==> config.mk <==
export PLATFORM = sky130hd
export DESIGN_NAME = gbf_fill_controller_flat
export DESIGN_NICKNAME = d
export VERILOG_FILES = /design/src/rtl/gbf_fill_controller_if.sv /design/src/rtl/gbf_fill_controller.sv /design/src/flat_wrapper.sv
export SDC_FILE = /design/constraint.sdc
export NUM_CORES = 2
export LEC_CHECK = 0
export ABC_AREA = 1
export BUFFER_PORTS_ARGS = -buffer_cell sky130_fd_sc_hd__buf_2
export CAP_MARGIN = 20
export CORE_AREA = 2 2 618 620
export CTS_CLUSTER_DIAMETER = 80
export DETAILED_ROUTE_END_ITERATION = 8
export DIE_AREA = 0 0 620 622
export GPL_ROUTABILITY_DRIVEN = 0
export PLACE_DENSITY = 0.3
export SYNTH_ARGS = -nofsm -noshare
export SYNTH_HDL_FRONTEND = slang
export SYNTH_SLANG_ARGS = --single-unit
==> constraint.sdc <==
create_clock -name clk_i -period 53.8 [get_ports clk_i]
set_input_delay 16.14 -clock clk_i [delete_from_list [all_inputs] [get_ports clk_i]]
set_output_delay 16.14 -clock clk_i [all_outputs]
set_load 0.1 [all_outputs]
==> src/rtl/gbf_fill_controller_if.sv <==
// gbf_fill_controller_if
// Bundles the request, stream and port-A write signals of one gbf fill controller.
//   finish, gbf1/2_need_data, fill_len     : fill requests from the gbf controller
//   in_valid, in_data, in_ready            : 512-bit valid/ready word stream
//   en/we/addr/w_data 1a/2a                : port-A write side of gbf buffers 1 and 2
//   buf1_ready, buf2_ready, data_avail     : completed-fill status
// master drives requests and stream words; slave is the fill controller.
interface gbf_fill_controller_if #(
  parameter int unsigned GBF_DATA_BITWIDTH = 512,
  parameter int unsigned GBF_ADDR_BITWIDTH = 5
);
  logic                         finish;
  logic                         gbf1_need_data;
  logic                         gbf2_need_data;
  logic [GBF_ADDR_BITWIDTH:0]   fill_len;
  logic                         in_valid;
  logic [GBF_DATA_BITWIDTH-1:0] in_data;
  logic                         in_ready;
  logic                         en1a;
  logic                         we1a;
  logic                         en2a;
  logic                         we2a;
  logic [GBF_ADDR_BITWIDTH-1:0] addr1a;
  logic [GBF_ADDR_BITWIDTH-1:0] addr2a;
  logic [GBF_DATA_BITWIDTH-1:0] w_data1a;
  logic [GBF_DATA_BITWIDTH-1:0] w_data2a;
  logic                         buf1_ready;
  logic                         buf2_ready;
  logic                         data_avail;

  modport master (
    output finish, gbf1_need_data, gbf2_need_data, fill_len, in_valid, in_data,
    input  in_ready, en1a, we1a, en2a, we2a, addr1a, addr2a, w_data1a, w_data2a,
    input  buf1_ready, buf2_ready, data_avail
  );

  modport slave (
    input  finish, gbf1_need_data, gbf2_need_data, fill_len, in_valid, in_data,
    output in_ready, en1a, we1a, en2a, we2a, addr1a, addr2a, w_data1a, w_data2a,
    output buf1_ready, buf2_ready, data_avail
  );
endinterface

==> src/rtl/gbf_fill_controller.sv <==
// gbf_fill_controller
// Loads one gbf ping-pong buffer pair from a valid/ready word stream. A rising edge on a
// need input requests a refill of that buffer; fills are served one at a time, round-robin
// when both are pending. Each accepted word is written on port A of the selected buffer
// one cycle later; the buffer is reported ready once its last word is committed.
// Ports:
//   clk_i    : clock, rising edge
//   reset_i  : asynchronous active-high reset
//   gbf_io   : slave side of gbf_fill_controller_if (requests, stream, port A, status)
module gbf_fill_controller #(
  parameter int unsigned GBF_DATA_BITWIDTH = 512,
  parameter int unsigned GBF_ADDR_BITWIDTH = 5,
  parameter int unsigned GBF_DEPTH         = 32
) (
  input  logic                  clk_i,
  input  logic                  reset_i,
  gbf_fill_controller_if.slave  gbf_io
);
  localparam int unsigned AW = GBF_ADDR_BITWIDTH;
  localparam int unsigned DW = GBF_DATA_BITWIDTH;
  localparam logic [AW:0]   DepthLen = (AW+1)'(GBF_DEPTH);
  localparam logic [AW:0]   LenOne   = (AW+1)'(1);
  localparam logic [AW-1:0] CntOne   = AW'(1);

  typedef enum logic [1:0] {StIdle, StFill, StDone} state_e;

  // Bit 0 of the 2-bit vectors is buffer 1, bit 1 is buffer 2; sel/last use the same coding.
  state_e        state_q, state_d;
  logic [1:0]    need_q, need_d;
  logic [1:0]    pending_q, pending_d;
  logic [1:0]    full_q, full_d;
  logic          last_q, last_d;
  logic          sel_q, sel_d;
  logic [AW:0]   len_q, len_d;
  logic [AW-1:0] cnt_q, cnt_d;
  logic          fin_seen_q, fin_seen_d;
  // The last write is committed one cycle after its handshake; full is set then.
  logic          commit_q, commit_d;
  logic          commit_sel_q, commit_sel_d;
  logic          in_ready_q, in_ready_d;
  logic [1:0]    en_q, en_d;
  logic [AW-1:0] addr1_q, addr1_d, addr2_q, addr2_d;
  logic [DW-1:0] data1_q, data1_d, data2_q, data2_d;
  logic          data_avail_q, data_avail_d;

  logic [1:0] need;
  logic [1:0] rise;
  logic       hs;
  logic       last_hs;

  assign need    = {gbf_io.gbf2_need_data, gbf_io.gbf1_need_data};
  assign rise    = need & ~need_q;
  assign hs      = in_ready_q & gbf_io.in_valid;
  assign last_hs = hs & ({1'b0, cnt_q} == (len_q - LenOne));

  always_comb begin
    state_d      = state_q;
    need_d       = need;
    pending_d    = pending_q;
    full_d       = full_q;
    last_d       = last_q;
    sel_d        = sel_q;
    len_d        = len_q;
    cnt_d        = cnt_q;
    fin_seen_d   = fin_seen_q;
    commit_d     = 1'b0;
    commit_sel_d = commit_sel_q;
    in_ready_d   = in_ready_q;
    en_d         = 2'b00;
    addr1_d      = addr1_q;
    addr2_d      = addr2_q;
    data1_d      = data1_q;
    data2_d      = data2_q;

    if (commit_q) full_d[commit_sel_q] = 1'b1;

    unique case (state_q)
      StIdle: begin
        if (gbf_io.finish) begin
          state_d = StDone;
        end else if (pending_q != 2'b00) begin
          sel_d      = (pending_q == 2'b11) ? ~last_q : pending_q[1];
          len_d      = (gbf_io.fill_len == '0 || gbf_io.fill_len > DepthLen) ? DepthLen
                                                                             : gbf_io.fill_len;
          cnt_d      = '0;
          fin_seen_d = 1'b0;
          in_ready_d = 1'b1;
          state_d    = StFill;
        end
      end
      StFill: begin
        if (gbf_io.finish) fin_seen_d = 1'b1;
        if (hs) begin
          en_d[sel_q] = 1'b1;
          if (sel_q) begin
            addr2_d = cnt_q;
            data2_d = gbf_io.in_data;
          end else begin
            addr1_d = cnt_q;
            data1_d = gbf_io.in_data;
          end
          cnt_d = cnt_q + CntOne;
          if (last_hs) begin
            pending_d[sel_q] = 1'b0;
            last_d           = sel_q;
            commit_d         = 1'b1;
            commit_sel_d     = sel_q;
            in_ready_d       = 1'b0;
            state_d          = (fin_seen_q | gbf_io.finish) ? StDone : StIdle;
          end
        end
      end
      StDone: begin
        in_ready_d = 1'b0;
      end
      default: begin
        state_d = StIdle;
      end
    endcase

    // Applied last so a new request wins over the clear/commit of the same cycle.
    for (int i = 0; i < 2; i++) begin
      if (rise[i]) begin
        pending_d[i] = 1'b1;
        full_d[i]    = 1'b0;
      end
    end

    data_avail_d = |full_d;
  end

  always_ff @(posedge clk_i or posedge reset_i) begin
    if (reset_i) begin
      state_q      <= StIdle;
      need_q       <= 2'b00;
      pending_q    <= 2'b00;
      full_q       <= 2'b00;
      last_q       <= 1'b1;  // buffer 2 served last, so buffer 1 wins the first tie
      sel_q        <= 1'b0;
      len_q        <= '0;
      cnt_q        <= '0;
      fin_seen_q   <= 1'b0;
      commit_q     <= 1'b0;
      commit_sel_q <= 1'b0;
      in_ready_q   <= 1'b0;
      en_q         <= 2'b00;
      addr1_q      <= '0;
      addr2_q      <= '0;
      data1_q      <= '0;
      data2_q      <= '0;
      data_avail_q <= 1'b0;
    end else begin
      state_q      <= state_d;
      need_q       <= need_d;
      pending_q    <= pending_d;
      full_q       <= full_d;
      last_q       <= last_d;
      sel_q        <= sel_d;
      len_q        <= len_d;
      cnt_q        <= cnt_d;
      fin_seen_q   <= fin_seen_d;
      commit_q     <= commit_d;
      commit_sel_q <= commit_sel_d;
      in_ready_q   <= in_ready_d;
      en_q         <= en_d;
      addr1_q      <= addr1_d;
      addr2_q      <= addr2_d;
      data1_q      <= data1_d;
      data2_q      <= data2_d;
      data_avail_q <= data_avail_d;
    end
  end

  assign gbf_io.in_ready   = in_ready_q;
  assign gbf_io.en1a       = en_q[0];
  assign gbf_io.we1a       = en_q[0];
  assign gbf_io.en2a       = en_q[1];
  assign gbf_io.we2a       = en_q[1];
  assign gbf_io.addr1a     = addr1_q;
  assign gbf_io.addr2a     = addr2_q;
  assign gbf_io.w_data1a   = data1_q;
  assign gbf_io.w_data2a   = data2_q;
  assign gbf_io.buf1_ready = full_q[0];
  assign gbf_io.buf2_ready = full_q[1];
  assign gbf_io.data_avail = data_avail_q;

endmodule
==> src/flat_wrapper.sv <==
// flat-port wrapper written by rule: the top's interface ports become plain ports
module gbf_fill_controller_flat 
#(
  parameter int unsigned GBF_DATA_BITWIDTH = 512,
  parameter int unsigned GBF_ADDR_BITWIDTH = 5,
  parameter int unsigned GBF_DEPTH         = 32
)
  (clk_i, reset_i, gbf_io_finish, gbf_io_gbf1_need_data, gbf_io_gbf2_need_data, gbf_io_fill_len, gbf_io_in_valid, gbf_io_in_data, gbf_io_in_ready, gbf_io_en1a, gbf_io_we1a, gbf_io_en2a, gbf_io_we2a, gbf_io_addr1a, gbf_io_addr2a, gbf_io_w_data1a, gbf_io_w_data2a, gbf_io_buf1_ready, gbf_io_buf2_ready, gbf_io_data_avail);
  gbf_fill_controller_if #(.GBF_DATA_BITWIDTH(GBF_DATA_BITWIDTH), .GBF_ADDR_BITWIDTH(GBF_ADDR_BITWIDTH)) gbf_io_i ();
  input  logic clk_i;
  input  logic reset_i;
  input wire logic [$bits(gbf_io_i.finish)-1:0] gbf_io_finish;
  input wire logic [$bits(gbf_io_i.gbf1_need_data)-1:0] gbf_io_gbf1_need_data;
  input wire logic [$bits(gbf_io_i.gbf2_need_data)-1:0] gbf_io_gbf2_need_data;
  input wire logic [$bits(gbf_io_i.fill_len)-1:0] gbf_io_fill_len;
  input wire logic [$bits(gbf_io_i.in_valid)-1:0] gbf_io_in_valid;
  input wire logic [$bits(gbf_io_i.in_data)-1:0] gbf_io_in_data;
  output wire logic [$bits(gbf_io_i.in_ready)-1:0] gbf_io_in_ready;
  output wire logic [$bits(gbf_io_i.en1a)-1:0] gbf_io_en1a;
  output wire logic [$bits(gbf_io_i.we1a)-1:0] gbf_io_we1a;
  output wire logic [$bits(gbf_io_i.en2a)-1:0] gbf_io_en2a;
  output wire logic [$bits(gbf_io_i.we2a)-1:0] gbf_io_we2a;
  output wire logic [$bits(gbf_io_i.addr1a)-1:0] gbf_io_addr1a;
  output wire logic [$bits(gbf_io_i.addr2a)-1:0] gbf_io_addr2a;
  output wire logic [$bits(gbf_io_i.w_data1a)-1:0] gbf_io_w_data1a;
  output wire logic [$bits(gbf_io_i.w_data2a)-1:0] gbf_io_w_data2a;
  output wire logic [$bits(gbf_io_i.buf1_ready)-1:0] gbf_io_buf1_ready;
  output wire logic [$bits(gbf_io_i.buf2_ready)-1:0] gbf_io_buf2_ready;
  output wire logic [$bits(gbf_io_i.data_avail)-1:0] gbf_io_data_avail;
  assign gbf_io_i.finish = gbf_io_finish;
  assign gbf_io_i.gbf1_need_data = gbf_io_gbf1_need_data;
  assign gbf_io_i.gbf2_need_data = gbf_io_gbf2_need_data;
  assign gbf_io_i.fill_len = gbf_io_fill_len;
  assign gbf_io_i.in_valid = gbf_io_in_valid;
  assign gbf_io_i.in_data = gbf_io_in_data;
  assign gbf_io_in_ready = gbf_io_i.in_ready;
  assign gbf_io_en1a = gbf_io_i.en1a;
  assign gbf_io_we1a = gbf_io_i.we1a;
  assign gbf_io_en2a = gbf_io_i.en2a;
  assign gbf_io_we2a = gbf_io_i.we2a;
  assign gbf_io_addr1a = gbf_io_i.addr1a;
  assign gbf_io_addr2a = gbf_io_i.addr2a;
  assign gbf_io_w_data1a = gbf_io_i.w_data1a;
  assign gbf_io_w_data2a = gbf_io_i.w_data2a;
  assign gbf_io_buf1_ready = gbf_io_i.buf1_ready;
  assign gbf_io_buf2_ready = gbf_io_i.buf2_ready;
  assign gbf_io_data_avail = gbf_io_i.data_avail;
  gbf_fill_controller #(.GBF_DATA_BITWIDTH(GBF_DATA_BITWIDTH), .GBF_ADDR_BITWIDTH(GBF_ADDR_BITWIDTH), .GBF_DEPTH(GBF_DEPTH)) u_core (.clk_i(clk_i), .reset_i(reset_i), .gbf_io(gbf_io_i));
endmodule
Word-level counts from Yosys, hierarchy flattened
Index checks and enable logic that the tools add are counted.
W data, S select, Z words.
- word-level logic and storage cells: 111
- flip-flop bits (word level): 1062
- bitwise gates (word level): 12
- order comparisons: 5
- equal/unequal tests: 10
- reductions and logical operators: 25
- add/subtract/negate cells: 2
- multiplexer cells: 38
- operators by type and width (cell ; number):
    $mux W2 ; 11
    $reduce_and A3 Y1 ; 6
    $mux W1 ; 17
    $reduce_bool A2 Y1 ; 8
    $mux W5 ; 3
    $reduce_and A4 Y1 ; 3
    $pmux W5 S2 ; 1
    $eq A5 B6 Y1 ; 1
    $gt A6 B6 Y1 const B ; 1
    $logic_not A6 Y1 ; 1
    $mux W6 ; 1
    $ne A2 B1 Y1 const B ; 3
    $pmux W2 S3 ; 1
    $sub A6 B1 Y6 const B ; 1
    $add A5 B1 Y5 const B ; 1
    $reduce_and A5 Y1 ; 1
    $and A2 B2 Y2 ; 2
    $eq A2 B2 Y1 const B ; 2
    $lt A1 B2 Y1 const B ; 2
    $ne A2 B2 Y1 const B ; 2
    $not A1 Y1 ; 4
    $not A2 Y2 ; 2
    $ne A3 B2 Y1 const B ; 1
    $pmux W1 S3 ; 1
    other kinds (12) ; 16

Longest topological paths before layout
- depth after elaboration: 10
- mapped depth: 14

Least setup slack after synthesis
Ideal clock, no wire load.
- path kind: register to output
- start: register u_core.en_q[0]
- end: output gbf_io_we1a
- cell stages (with the launch flop): 2
- data required time: 37.660 ns
- data arrival time: 1.324 ns
- setup slack: 36.336 ns
- cells stage by stage: dfrtp_1 > buf_4
- RTL lines (what ; RTL line ; RTL):
    start, declared ; gbf_fill_controller.sv:41 ; logic [1:0] en_q, en_d;
    start signal, assigned ; gbf_fill_controller.sv:165 ; en_q <= en_d;
    end, declared ; flat_wrapper.sv:20 ; output wire logic [$bits(gbf_io_i.we1a)-1:0] gbf_io_we1a;
No word-level cell between the ends.

==> run_results.csv <==
group,metric,value,unit
floorplanning,start_util,0.105,
cts,cts_hold_buf,0,
layout,drive_gt1_frac,0.327,
worst_setup_path,r2r-end,"u_core.gbf_io.w_data1a[190]",
worst_setup_path,crit_fanout,103,
cts,ctsRootBufferMaster,"clkbuf_16",
worst_setup_path,crit_slowest_cell,"buf_4",
worst_setup_path,required,54.60,ns
grt,antenna_found_initial,56,
worst_setup_path,arrival,21.18,ns
grt,grt_start_max_net_pins,140,
flow_run,cap_violations,0,
cts,post_cts_buffers,0,
hold_path,hold_path.class,"flip-flop to flip-flop",
cts,insertion_delay,0.83,ns
placed_design,dpl_worst_slack,32.17,ns
floorplanning,fp.dieH,622,µm
yosys,syn_area,39800,µm²
yosys,ys_seq_area_frac,0.667,
placed_design,placed_area,52800,µm²
placed_design,post-dp-hpwl,203000,µm
worst_setup_path,crit_type,"input port to async pin",
grt,track_usage,0.124,
detailed_routing,firstDrtPassIters,6,
detailed_routing,wirelength,248000,µm
worst_setup_path,end_kind,"async pin",
yosys,synth_top_family_by_area,"compound AO/OA/AOI/OAI gates",
timing,final-max-slew-violation-count,0,
hold_path,whs_path_depth,2,
detailed_routing,antenna_left,0,
yosys,synth_simple_gate_area_frac,0.109,
yosys,synth_compound_area_frac,0.132,
worst_setup_path,cp_common_cell,"buf_4",
floorplanning,die-area,386000,µm²
grt,grt_pass1_wl,326000,µm
yosys,ys_warn_count,0,
cts,cts_num_sinks,1062,
detailed_routing,viasPerCell,3.15,
timing,worst_slack,33.42,ns
cts,tritoncts,"done",
yosys,synth_fa_ha_area_frac,0.00188,
timing,hold_violations,0,
hold_path,holdPathEnd,"u_core.gbf_io.w_data1a[434]",
placed_design,port_buffers,1565,
layout,regArea,26600,µm²
yosys,syn_inst,4054,
floorplanning,rows,226,
floorplanning,io_pins,1566,
timing,rsz0062_at_grt,"false",
cts,cts_buffers,157,
layout,multi_input_area,9730,µm²
yosys,muxShareOfSynthArea,0,
floorplanning,dieWidth,620,µm
detailed_routing,drc,0,
timing,max_freq,49.1,MHz
cts,cts_buffer_depth,4,
timing,min_period_over_period,0.379,
outcome,outcome,"finished clean",
cts,htreeDepth,4,
detailed_routing,route.vias.total,33800,
worst_setup_path,regToRegSetupSlack,48.41,ns
yosys,synth_xor_area_frac,0.000660,
layout,final_area,58000,µm²
detailed_routing,first_iter_violations,2129,
cts,cts_resized,0,
worst_setup_path,r2r_start,"u_core.state_q[1]",
timing,slew_headroom,0.271,
layout,synthToLayoutAreaGrowth,45.7,%
cts,clk_pin_slew_worst_paths,0.05,ns
grt,grt_pass1_vias,34600,
worst_setup_path,reg2reg_depth,13,
grt,grt-ovfl-total,0,
yosys,synth-seq-cells,1062,
timing,setup_viol_count_final,0,
timing,layout_min_cycle_time,20.38,ns
timing,worstMarginPinSlew,1.09,ns
hold_path,holdCritStartpoint,"u_core.gbf_io.w_data1a[434]",
timing,final.setup.tns,0,ns
yosys,syn_area_per_cell,9.83,µm²
layout,fill_cells,43200,
detailed_routing,wire_per_inst,23.0,µm
timing,clock_skew,0.0255,ns
floorplanning,core,378000,µm²
yosys,syn-num-nets,4584,
yosys,synth_cell_types,27,
worst_setup_path,start_kind,"input port",
layout,postLayoutCoreUtil,0.153,
worst_setup_path,max_stage_delay,0.84,ns
layout,final_nets,6117,
worst_setup_path,crit_chain,"buf_2 -> inv_8 -> buf_4 -> buf_4 -> buf_4 -> buf_4 -> buf_4 -> buf_4",
==> cells in the final DEF (no fill, tap or decap), types with 3 or more instances in the layout <==
cell type / netlist / final
inv_6: 0 / 11
nand4_1: 3 / 3
clkbuf_8: 0 / 31
clkinv_8: 0 / 3
a21oi_1: 5 / 5
inv_8: 0 / 8
bufinv_16: 0 / 3
o21ai_0: 446 / 446
nand2_1: 1088 / 1088
nor2_1: 20 / 20
diode_2: 0 / 21
o21ai_1: 600 / 600
clkbuf_16: 0 / 158
dfrtp_1: 1061 / 1061
buf_4: 2 / 38
inv_1: 551 / 550
ha_1: 6 / 6
clkinvlp_4: 0 / 8
clkinv_4: 0 / 6
clkbuf_1: 110 / 25
buf_2: 47 / 1565
clkinv_2: 0 / 23
nand3_1: 24 / 24
==> cells by family (layout without fill, tap and decap cells) <==
logic type      after synthesis  count (layout)
fa+ha+maj                     6               6
buf+inv                     788            2439
compound gates             1053            1053
simple gates               1142            1142
other cells                   0              21
flops                      1062            1062
xor+xnor                      3               3
==> critical path, delay by kind of cell <==
family / cells / cell delay [ns]
buffers and inverters: 8 / 4.77
==> Yosys cell counts, drive strengths merged <==
library cell,count,share of area
nand2,1088,0.10
dfrtp,1061,0.67
o21ai,1046,0.13
inv,555,0.052
buf,122,0.026
clkbuf,110,0.010
nand3,24,0.0030
nor2,23,0.0026
ha,6,0.0019
a21oi,5,0.00063
nand4,3,0.00047
nor3,2,0.00025
xor2,2,0.00044
a21o,1,0.00019
a31oi,1,0.00016
clkinv,1,0.000094
dfstp,1,0.00066
nor3b,1,0.00019
nor4,1,0.00016
xnor2,1,0.00022
==> state kept, by name, indices dropped and copies added, names as in the netlist, 5 cells and up <==
signal / flops
u_core.len_q: 6
u_core.cnt_q: 5
u_core.gbf_io.w_data2a: 512
u_core.gbf_io.addr2a: 5
u_core.gbf_io.w_data1a: 512
u_core.gbf_io.addr1a: 5
==> through the flow <==
step	instances	hold WS, ns
5_1_grt	10700	0.495
2_1_floorplan	4054	0.464
3_5_place_dp	10400	0.468
4_1_cts	10700	0.482
6_report	10700	0.478
3_3_place_gp	10400	0.464
==> cell type report <==
cell class | count | share of cell area
multi-input combinational | 2204 | 0.168
clock buffer | 214 | 0.0771
inverter | 556 | 0.0364
timing repair buffer | 1606 | 0.141
sequential | 1062 | 0.458
tap | 5016 | 0.108
clock inverter | 63 | 0.0107
antenna | 21 | 0.000906
==> how the worst max path moves through the flow <==
stage / cells past startpoint / endpoint / slack [ns] / from
2_1_floorplan: 1 / u_core.cnt_q[0] / 7.77 / reset_i
6_report: 8 / u_core.gbf_io.w_data1a[475] / 33.42 / reset_i
3_5_place_dp: 8 / u_core.gbf_io.w_data1a[410] / 32.17 / reset_i
3_3_place_gp: 8 / u_core.gbf_io.w_data1a[408] / 32.32 / reset_i
5_1_grt: 8 / u_core.gbf_io.w_data1a[475] / 32.59 / reset_i
4_1_cts: 8 / u_core.gbf_io.w_data1a[408] / 33.10 / reset_i
==> routing by layer <==
| layer | up-vias | GRT usage | part of all wire |
|---|---|---|---|
| li1 | 15900 | - | - |
| met1 | 16500 | 0.130 | 0.36 |
| met2 | 1118 | 0.235 | 0.53 |
| met3 | 289 | 0.0418 | 0.080 |
| met4 | 36 | 0.0296 | 0.026 |
| met5 | - | 0 | 0.00090 |
Power is left out: the tool's default activity adds up to more than one toggle a clock period on the data nets, which glitch-free logic cannot reach.
